[src/rtl/user_data_check.sv]
// user_data_check: receive-side checker for the user_data_gen frame format.
// Checks the header, payload pattern, length, tkeep and sequence continuity of
// every frame, and keeps per-frame status, sticky flags, counters and a lock.
module user_data_check #(
  parameter logic [15:0] P_MAGIC     = 16'h55D5,
  parameter int unsigned P_MAX_BEATS = 256,
  parameter int unsigned P_LOCK_LOSS = 4
) (
  input  logic        i_clk,
  input  logic        i_rst,
  input  logic        i_clr,
  input  logic [63:0] s_axi_rx_tdata,
  input  logic [7:0]  s_axi_rx_tkeep,
  input  logic        s_axi_rx_tlast,
  input  logic        s_axi_rx_tvalid,
  output logic        o_locked,
  output logic        o_frame_done,
  output logic        o_frame_bad,
  output logic [4:0]  o_err_flags,
  output logic [31:0] o_frame_cnt,
  output logic [31:0] o_bad_cnt,
  output logic [15:0] o_last_seq
);

  localparam int unsigned IDX_W = $clog2(P_MAX_BEATS + 1);
  localparam int unsigned RUN_W = $clog2(P_LOCK_LOSS + 1);
  localparam int unsigned ERR_W = 5;
  localparam int unsigned CNT_W = 32;

  // Bit positions inside the {keep, len, seq, data, hdr} error vector.
  localparam int unsigned E_HDR  = 0;
  localparam int unsigned E_DATA = 1;
  localparam int unsigned E_SEQ  = 2;
  localparam int unsigned E_LEN  = 3;
  localparam int unsigned E_KEEP = 4;

  typedef enum logic [1:0] {
    ST_IDLE    = 2'd0,
    ST_PAYLOAD = 2'd1,
    ST_DISCARD = 2'd2
  } state_t;

  state_t             state_q;
  state_t             state_d;
  logic [IDX_W-1:0]   beat_idx_q;
  logic [15:0]        exp_seq_q;
  logic [15:0]        cur_len_q;
  logic [ERR_W-1:0]   err_q;
  logic [RUN_W-1:0]   bad_run_q;

  logic               magic_ok_c;
  logic [15:0]        hdr_seq_c;
  logic [15:0]        hdr_len_c;
  logic [63:0]        exp_word_c;
  logic               data_mis_c;
  logic               keep_ok_c;
  logic [3:0]         keep_pop_c;
  logic [15:0]        byte_cnt_c;
  logic               at_max_c;
  logic [ERR_W-1:0]   err_new_c;
  logic [ERR_W-1:0]   err_frame_c;
  logic               frame_end_c;
  logic               capture_c;

  // Beat decode: header fields, expected payload word, keep legality, byte count.
  always_comb begin
    magic_ok_c = (s_axi_rx_tdata[63:48] == P_MAGIC);
    hdr_seq_c  = s_axi_rx_tdata[47:32];
    hdr_len_c  = s_axi_rx_tdata[31:16];
    exp_word_c = {16'h0000, o_last_seq, 16'h0000, 16'(beat_idx_q)};
    data_mis_c = 1'b0;
    for (int b = 0; b < 8; b++) begin
      if (s_axi_rx_tkeep[b] && (s_axi_rx_tdata[8*b +: 8] != exp_word_c[8*b +: 8])) begin
        data_mis_c = 1'b1;
      end
    end
    if (s_axi_rx_tlast) begin
      case (s_axi_rx_tkeep)
        8'h80, 8'hC0, 8'hE0, 8'hF0, 8'hF8, 8'hFC, 8'hFE, 8'hFF: keep_ok_c = 1'b1;
        default:                                                keep_ok_c = 1'b0;
      endcase
    end else begin
      keep_ok_c = (s_axi_rx_tkeep == 8'hFF);
    end
    keep_pop_c = 4'($countones(s_axi_rx_tkeep));
    // beat_idx_q counts the full beats before this one (zero for the header).
    byte_cnt_c = 16'({beat_idx_q, 3'b000}) + 16'(keep_pop_c);
    at_max_c   = (beat_idx_q == IDX_W'(P_MAX_BEATS - 1));
  end

  // State register.
  always_ff @(posedge i_clk) begin
    if (i_rst) begin
      state_q <= ST_IDLE;
    end else begin
      state_q <= state_d;
    end
  end

  // Next-state logic; beats only advance the FSM when tvalid is high.
  always_comb begin
    state_d = state_q;
    if (s_axi_rx_tvalid) begin
      case (state_q)
        ST_IDLE: begin
          if (!s_axi_rx_tlast) begin
            state_d = magic_ok_c ? ST_PAYLOAD : ST_DISCARD;
          end
        end
        ST_PAYLOAD: begin
          if (s_axi_rx_tlast) begin
            state_d = ST_IDLE;
          end else if (at_max_c) begin
            state_d = ST_DISCARD;
          end
        end
        ST_DISCARD: begin
          if (s_axi_rx_tlast) begin
            state_d = ST_IDLE;
          end
        end
        default: state_d = ST_IDLE;
      endcase
    end
  end

  // Per-beat actions: new errors, header capture and frame end.
  always_comb begin
    err_new_c   = '0;
    frame_end_c = 1'b0;
    capture_c   = 1'b0;
    if (s_axi_rx_tvalid) begin
      case (state_q)
        ST_IDLE: begin
          err_new_c[E_KEEP] = (s_axi_rx_tkeep != 8'hFF);
          if (!magic_ok_c) begin
            err_new_c[E_HDR] = 1'b1;
          end else begin
            capture_c = 1'b1;
            err_new_c[E_SEQ] = o_locked && (hdr_seq_c != exp_seq_q);
            err_new_c[E_LEN] = s_axi_rx_tlast && (byte_cnt_c != hdr_len_c);
          end
          frame_end_c = s_axi_rx_tlast;
        end
        ST_PAYLOAD: begin
          err_new_c[E_DATA] = data_mis_c;
          err_new_c[E_KEEP] = !keep_ok_c;
          if (s_axi_rx_tlast) begin
            err_new_c[E_LEN] = (byte_cnt_c != cur_len_q);
            frame_end_c      = 1'b1;
          end else begin
            err_new_c[E_LEN] = at_max_c;
          end
        end
        ST_DISCARD: begin
          frame_end_c = s_axi_rx_tlast;
        end
        default: begin
          frame_end_c = 1'b0;
        end
      endcase
    end
    err_frame_c = err_q | err_new_c;
  end

  // Frame context, per-frame errors, status outputs, counters and lock.
  always_ff @(posedge i_clk) begin
    if (i_rst) begin
      beat_idx_q   <= '0;
      exp_seq_q    <= '0;
      cur_len_q    <= '0;
      err_q        <= '0;
      bad_run_q    <= '0;
      o_locked     <= 1'b0;
      o_frame_done <= 1'b0;
      o_frame_bad  <= 1'b0;
      o_err_flags  <= '0;
      o_frame_cnt  <= '0;
      o_bad_cnt    <= '0;
      o_last_seq   <= '0;
    end else begin
      o_frame_done <= frame_end_c;
      o_frame_bad  <= frame_end_c && (err_frame_c != '0);

      if (capture_c) begin
        o_last_seq <= hdr_seq_c;
        cur_len_q  <= hdr_len_c;
        exp_seq_q  <= hdr_seq_c + 16'd1;
        beat_idx_q <= IDX_W'(1);
      end else if (s_axi_rx_tvalid && (state_q == ST_PAYLOAD)) begin
        beat_idx_q <= beat_idx_q + IDX_W'(1);
      end

      if (frame_end_c) begin
        err_q      <= '0;
        beat_idx_q <= '0;
        if (err_frame_c == '0) begin
          o_locked  <= 1'b1;
          bad_run_q <= '0;
        end else begin
          if (bad_run_q != RUN_W'(P_LOCK_LOSS)) begin
            bad_run_q <= bad_run_q + RUN_W'(1);
          end
          if (bad_run_q >= RUN_W'(P_LOCK_LOSS - 1)) begin
            o_locked <= 1'b0;
          end
        end
      end else begin
        err_q <= err_frame_c;
      end

      // Clear takes priority over a frame ending in the same cycle.
      if (i_clr) begin
        o_frame_cnt <= '0;
        o_bad_cnt   <= '0;
        o_err_flags <= '0;
      end else if (frame_end_c) begin
        o_err_flags <= o_err_flags | err_frame_c;
        if (o_frame_cnt != '1) begin
          o_frame_cnt <= o_frame_cnt + CNT_W'(1);
        end
        if ((err_frame_c != '0) && (o_bad_cnt != '1)) begin
          o_bad_cnt <= o_bad_cnt + CNT_W'(1);
        end
      end
    end
  end

endmodule

[config.mk]
export PLATFORM = sky130hd
export DESIGN_NAME = user_data_check
export DESIGN_NICKNAME = d
export VERILOG_FILES = /design/src/rtl/user_data_check.sv
export SDC_FILE = /design/constraint.sdc
export NUM_CORES = 1
export LEC_CHECK = 0
export ABC_AREA = 0
export CAP_MARGIN = 20
export CORE_MARGIN = 3
export CORE_UTILIZATION = 34
export DETAILED_ROUTE_END_ITERATION = 8
export SLEW_MARGIN = 40
export SYNTH_ARGS = -nofsm -noshare
export SYNTH_HDL_FRONTEND = slang
export SYNTH_SLANG_ARGS = --single-unit
[constraint.sdc]
create_clock -name i_clk -period 10.1 [get_ports i_clk]
set_clock_uncertainty 0.15 [all_clocks]
set_input_delay 2.02 -clock i_clk [delete_from_list [all_inputs] [get_ports i_clk]]
set_output_delay 2.02 -clock i_clk [all_outputs]
set_load 0.1 [all_outputs]
==> results of run 1 <==
critical path: stages:
cell and delay, ns:
clkdlybuf4s50_1 0.53, inv_1 0.10, fa_1 0.48, fa_1 0.52, fa_1 0.41, inv_1 0.07
ha_1 0.19, inv_1 0.07, fa_1 0.40, nand3b_2 0.30, nor3_1 0.38, xnor2_1 0.16
o2111ai_1 0.14, o41ai_2 0.59, and4_1 0.61, or3_1 0.19, a21oi_1 0.06
sequential cells by signal, summed over array words and instances (netlist names):
signal        cells
beat_idx_q        9
o_frame_bad       1
bad_run_q         3
o_err_flags       5
err_q             5
o_frame_done      1
cur_len_q        16
state_q           2
exp_seq_q        16
o_locked          1
o_last_seq       16
o_frame_cnt      32
o_bad_cnt        32
cells by family (layout without fill, tap and decap cells):
family	count (synthesis)	after routing	share of synthesized area, %
simple gates	465	465	28.9
buf+inv	100	235	5.42
compound gates	179	179	14.8
flops	139	139	34.7
mux	6	6	0.750
fa+ha+maj	18	18	3.19
xor+xnor	110	110	12.2
synth_stat cells (all sizes together), types with 4 or more instances:
| cell | number | area share [%] |
|---|---|---|
| a211oi | 21 | 2.3 |
| a21oi | 75 | 4.7 |
| a311oi | 4 | 0.44 |
| a31o | 16 | 1.7 |
| a31oi | 6 | 0.47 |
| a41o | 5 | 0.62 |
| and2 | 13 | 1.0 |
| and3 | 18 | 1.4 |
| and4 | 5 | 0.55 |
| buf | 27 | 2.0 |
| clkbuf | 41 | 1.9 |
| dfxtp | 139 | 35 |
| fa | 4 | 1.0 |
| ha | 14 | 2.2 |
| inv | 32 | 1.5 |
| mux2i | 6 | 0.75 |
| nand2 | 142 | 6.7 |
| nand3 | 37 | 2.4 |
| nand4 | 35 | 2.9 |
| nor2 | 105 | 4.9 |
| nor2b | 7 | 0.55 |
| nor3 | 28 | 1.7 |
| nor4 | 30 | 2.7 |
| o21a | 4 | 0.37 |
| o21ai | 26 | 1.7 |
| or3 | 26 | 2.0 |
| or4 | 5 | 0.52 |
| xnor2 | 36 | 3.9 |
| xor2 | 73 | 8.0 |
routing by layer:
metal	vias to the layer above	global-route usage (%)	share of wire (%)
met5	-	0	0
met4	0	5.53	1.8
met3	26	3.93	4.8
met2	185	28.2	45
met1	3488	24.7	48
li1	3811	-	-
final timing paths:
path,to,cells past startpoint,slack [ns]
min,cur_len_q[15],2,0.30
max,o_bad_cnt[31],17,3.04
min reg2reg,cur_len_q[15],2,0.30
max reg2reg,o_bad_cnt[31],9,6.37
power groups by stage:
| stage | registers [uW] | logic (uW) | clock network (uW) |
|---|---|---|---|
| final | 553 | 153 | 673 |
| after global routing | 553 | 168 | 709 |
| after CTS | 553 | 155 | 690 |
| after detailed placement | 565 | 154 | 0 |
| after global placement | 565 | 154 | 0 |
| after floorplan | 572 | 88.4 | 0 |
metrics by stage:
stage	total power, uW	hold slack, ns	setup slack, ns
2_1_floorplan	660	0.281	3.75
3_3_place_gp	719	0.293	2.71
3_5_place_dp	719	0.294	2.60
4_1_cts	1400	0.303	3.07
5_1_grt	1430	0.332	2.70
6_report	1380	0.298	3.04
final cells by class:
class,count,area (um2)
clock buffer,19,453
clock inverter,12,171
fill,2289,12900
inverter,32,120
multi-input combinational,778,4800
sequential,139,2780
tap,313,392
timing repair buffer,172,1260
==> metrics, run 1 <==
status finished clean; nets roughly 1200; area grow syn2layout 24.5%; finished layout cell area approximately 10000 um2; Clk pwr share approximately half; CTS clock-pin slew for the worst setup and hold paths ~0.070 ns; Hold Startpoint cur_len_q[15]; worst path required time approximately 10 ns; CP max FO 16; Crit Reg-Reg Startpoint beat_idx_q[1]; first-pass GRT wire length around 38 mm; synth warn 0; GRT overflow 0; worst skew pair latency between 0.4 and 0.5 ns; Final Max Tran Viols 0; Post-CTS Resized 0; drt initial violations 450; final worst-path cycle share a little over two thirds; Final Non-Filler Cells 1465; final WL roughly 23 mm; most frequent cells in the layout nand2_1 (142), dfxtp_1 (139), nor2_1 (104), buf_2 (89); crit path time final a little over 7 ns; P_sw 341 uW; layout cells sized above 1 between 10 and 15%; Initial Util 34.9%; leak pwr ~0.0039 uW; internal power around 1000 uW; Detailed Place HPWL 16.7 mm; Synthesized Nets approximately 1100; routability cong. 0.872; Setup violations, final 0; initial antenna violation count 0; number of flops mapped to enable cells by yosys 0; antenna cells 0; slew at the pin closest to its max-slew limit around 0.8 ns; # hold bufs at CTS 0; Worst Setup SP s_axi_rx_tkeep[1]; cell area after placement 9350 um2; max_cap viols 0; DR pass1 iterations 5; unrepaired setup endpoints after global routing false; #FFs+latches synth 139; H-Tree Depth 4; Mapped Cells between 1000 and 1500; Rows 55; power density cells between 100 and 150 nW/um2; part of the power in registers 40.1%; commonest non-fill, non-tap cell in the layout nand2_1; synth unique cells between 60 and 70; Peak VDD IR 0.0000873 V; ANT nets after route 0; combinational power share 11.1%; largest net degree at the start of global routing about 70; headroom to the max-slew limit 45.2%; Sw Ratio between 20% and 30%; final setup TNS 0 ns; root buffer cell clkbuf_16; CTS tree built; DR DRC count 0; CP Class primary input to flop; DIE WIDTH 159 um; DR WL/cell roughly 16 um; synthesized area 8010 um2; syn_area_per_cell ~8 um2; crit start category primary input; Critical Path AT a little over 7 ns; endpoint type of the worst setup path flop; placed cells roughly 1400; Hold Violations, Final 0; fmax about 140 MHz; vias in the first global route 6971; vias per inst approximately 5.1; Tot GR Track Use between 15 and 20%; chip height ~160 um; final core utilization ~44%; CTS Buf Count 17; Buffers on Ports 164; Setup Fix Bufs, Post-CTS 0; clock sinks 139; top_reg_cell synth dfxtp_1; die footprint roughly 25000 um2; worst min path class flop to flop; DR vias 7510; Async SR Flop Fraction 0%; register area share after synthesis 34.7%; io pins around 170; Longest Clk Path Bufs 2; total core area 22900 um2
Note: power is estimated with default switching activity, not from simulation.
==> run 2: changes to the inputs <==
==> constraint.sdc (replaced) <==
create_clock -name i_clk -period 5.95 [get_ports i_clk]
set_clock_uncertainty 0.15 [all_clocks]
set_input_delay 1.19 -clock i_clk [delete_from_list [all_inputs] [get_ports i_clk]]
set_output_delay 1.19 -clock i_clk [all_outputs]
set_load 0.1 [all_outputs]
==> run 2 against run 1 <==
Sequential cell count unchanged. Die area unchanged. Power increased by 66%. Clock power up 56%. Via count is 2.4% higher. Cell area up 1.8%. Highest routed layer unchanged.
==> metrics, run 2 (synthesized netlist as in run 1, its figures left out) <==
Buffers on Ports 164 (unchanged); Critical Path AT 5.94 ns (-1.27 ns); Peak VDD IR 0.000162 V (+86%); Critical R2R Capture o_bad_cnt[4]; CTS Buf Count 17 (unchanged); crit start category primary input; Longest Clk Path Bufs 2 (unchanged); DR DRC count 0 (unchanged); max incr delay on CP 0.51 ns (-0.10 ns); Setup violations, final 0 (unchanged); commonest non-fill, non-tap cell in the layout nand2_1; CP bufs+invs 7 (+3); io pins 165 (unchanged); die footprint 25400 um2 (unchanged); Critical Path Stages 20 (+3); layout cells sized above 1 15.7% (+2.0 points); GRT overflow 0 (unchanged); drt initial violations 467 (+3.8%); final worst-path cycle share 96.5%; initial antenna violation count 0 (unchanged); Detailed Place HPWL 17.1 mm (+2.0%); CTS clock-pin slew for the worst setup and hold paths 0.06 ns (about the same); largest net degree at the start of global routing 65 (-8.5%); dpl ws -0.316 ns (-2.92 ns); chip height 159 um (unchanged); DR WL/cell 16.1 um (+0.71%); CTS tree built; slew at the pin closest to its max-slew limit 0.792 ns (-0.0308 ns); DR pass1 iterations 5 (unchanged); CP max FO 25 (+9); crit path time final between 5 and 6 ns; worst path required time 6.15 ns (-4.09 ns); first-pass GRT wire length 38.6 mm (+2.6%); H-Tree Depth 4 (unchanged); # hold bufs at CTS 0 (unchanged); critical-path cell list clkdlybuf4s50_1, inv_1, fa_1, fa_1, fa_1, inv_1, ha_2, inv_1, fa_2, and3b_2, o21ai_2, a2111oi_2, nand4_1, o41ai_2, buf_4, nand4_1, buf_6, buf_12, nand4_1, mux2i_1; worst min path class flop to flop; routability cong. 0.865 (-0.79%); Worst Setup SP s_axi_rx_tkeep[0]; Crit Reg-Reg Startpoint beat_idx_q[1]; R2R setup slack 2.33 ns (-4.04 ns); nets 1255 (+1.6%); Final Max Tran Viols 0 (unchanged); root buffer cell clkbuf_16; Pwr Total 2280 uW (+66%); Largest regs o_bad_cnt: 32 flops, o_frame_cnt: 32 flops; DR vias 7691 (+2.4%); ANT nets after route 0 (unchanged); path depth of the worst reg2reg path 12 (+3); Initial Util 34.9% (unchanged); final WL 23.9 mm (+2.2%); area grow syn2layout 26.8%; critical path endpoint o_bad_cnt[4]; Final WS setup 0.206 ns (-2.83 ns); headroom to the max-slew limit 47.1% (+1.9 points); CP max stage cell fa_1; power density cells 225 nW/um2 (+63%); worst skew pair latency 0.42 ns (about the same); vias in the first global route 7250 (+4.0%); vias per inst 5.18 (+0.96%); DIE WIDTH 159 um (unchanged); antenna cells 0 (unchanged); CP Class primary input to flop; endpoint type of the worst setup path flop; CP delay by family, top adder cells; most frequent cells in the layout nand2_1 (142), dfxtp_1 (139), nor2_1 (104), buf_2 (89), a21oi_1 (75); max_cap viols 0 (unchanged); clock sinks 139 (unchanged); final core utilization 44.3% (+0.80 points); total core area 22900 um2 (unchanged); leak pwr 0.00402 uW (+3.7%); status finished clean; Rows 55 (unchanged); fmax 174 MHz; Hold Violations, Final 0 (unchanged); Tot GR Track Use 18.3% (+0.31 points)
[run 2: cell types whose count changed in the layout (fill, tap and decap cells not counted), moves of 2 or more]
cell and delta:
buf_12 +2, buf_4 +16, bufinv_16 -2, clkbuf_8 -2, clkdlybuf4s50_1 -2, clkinv_4 +2
dlymetal6s2s_1 +2, inv_1 -2, inv_2 +2, inv_6 +2
[run 2: worst min path at each step]
stage / startpoint / to / slack [ns] / depth (start not counted)
after global placement: cur_len_q[15] / cur_len_q[15] / 0.29 / 2
after global routing: cur_len_q[13] / cur_len_q[13] / 0.32 / 2
after CTS: cur_len_q[15] / cur_len_q[15] / 0.31 / 2
after detailed placement: cur_len_q[15] / cur_len_q[15] / 0.30 / 2
after floorplan: cur_len_q[13] / cur_len_q[13] / 0.28 / 2
final: cur_len_q[15] / cur_len_q[15] / 0.30 / 2
[run 2: cell type report]
| class | count | area [um2] |
|---|---|---|
| flip-flops and latches | 139 | 2780 |
| clock buffers | 18 | 429 |
| multi-input cells | 778 | 4830 |
| inverters | 32 | 120 |
| clock inverters | 14 | 146 |
| repair buffers | 192 | 1460 |
| fillers | 2295 | 12800 |
| well taps | 313 | 392 |
[run 2: report_power, final]
group          switching, uW  total [uW]  internal (uW)  leakage, uW
combinational            162         295            133      0.00262
sequential              3.59         938            934      0.00112
clock                    433        1050            618     0.000276
[run 2: routing by layer]
layer  up-vias  GRT usage [%]  routed length, um
met5         -              0                  0
met2       186           29.1              11000
met4         0           4.46                288
li1       3853              -                  -
met3        17           4.40               1250
met1      3635           25.0              11300
[run 2: timing repair]
item | in CTS | in global routing
resized for setup | 0 | 12
hold endpoints to repair | 0 | 0
setup buffers | 0 | 2
setup endpoints to repair | 0 | 36
[run 2: worst register-to-register path, stage by stage (launching register included)]
cell,delay (ns)
dfxtp_1,0.62
ha_1,0.36
nand3_2,0.17
or4_4,0.60
xor2_1,0.20
o2111ai_1,0.14
o41ai_2,0.35
buf_4,0.18
nand4_1,0.10
buf_6,0.19
buf_12,0.16
nand4_1,0.12
mux2i_1,0.19
[run 2: through the flow]
stage / area, um2 / setup TNS, ns / instances / hold slack [ns]
6_report: 10200 / 0 / 1486 / 0.303
3_5_place_dp: 9500 / -9.41 / 1451 / 0.296
5_1_grt: 10200 / -0.0133 / 1486 / 0.316
2_1_floorplan: 8010 / 0 / 1017 / 0.281
3_3_place_gp: 9940 / -7.58 / 1451 / 0.292
4_1_cts: 10100 / 0 / 1483 / 0.305
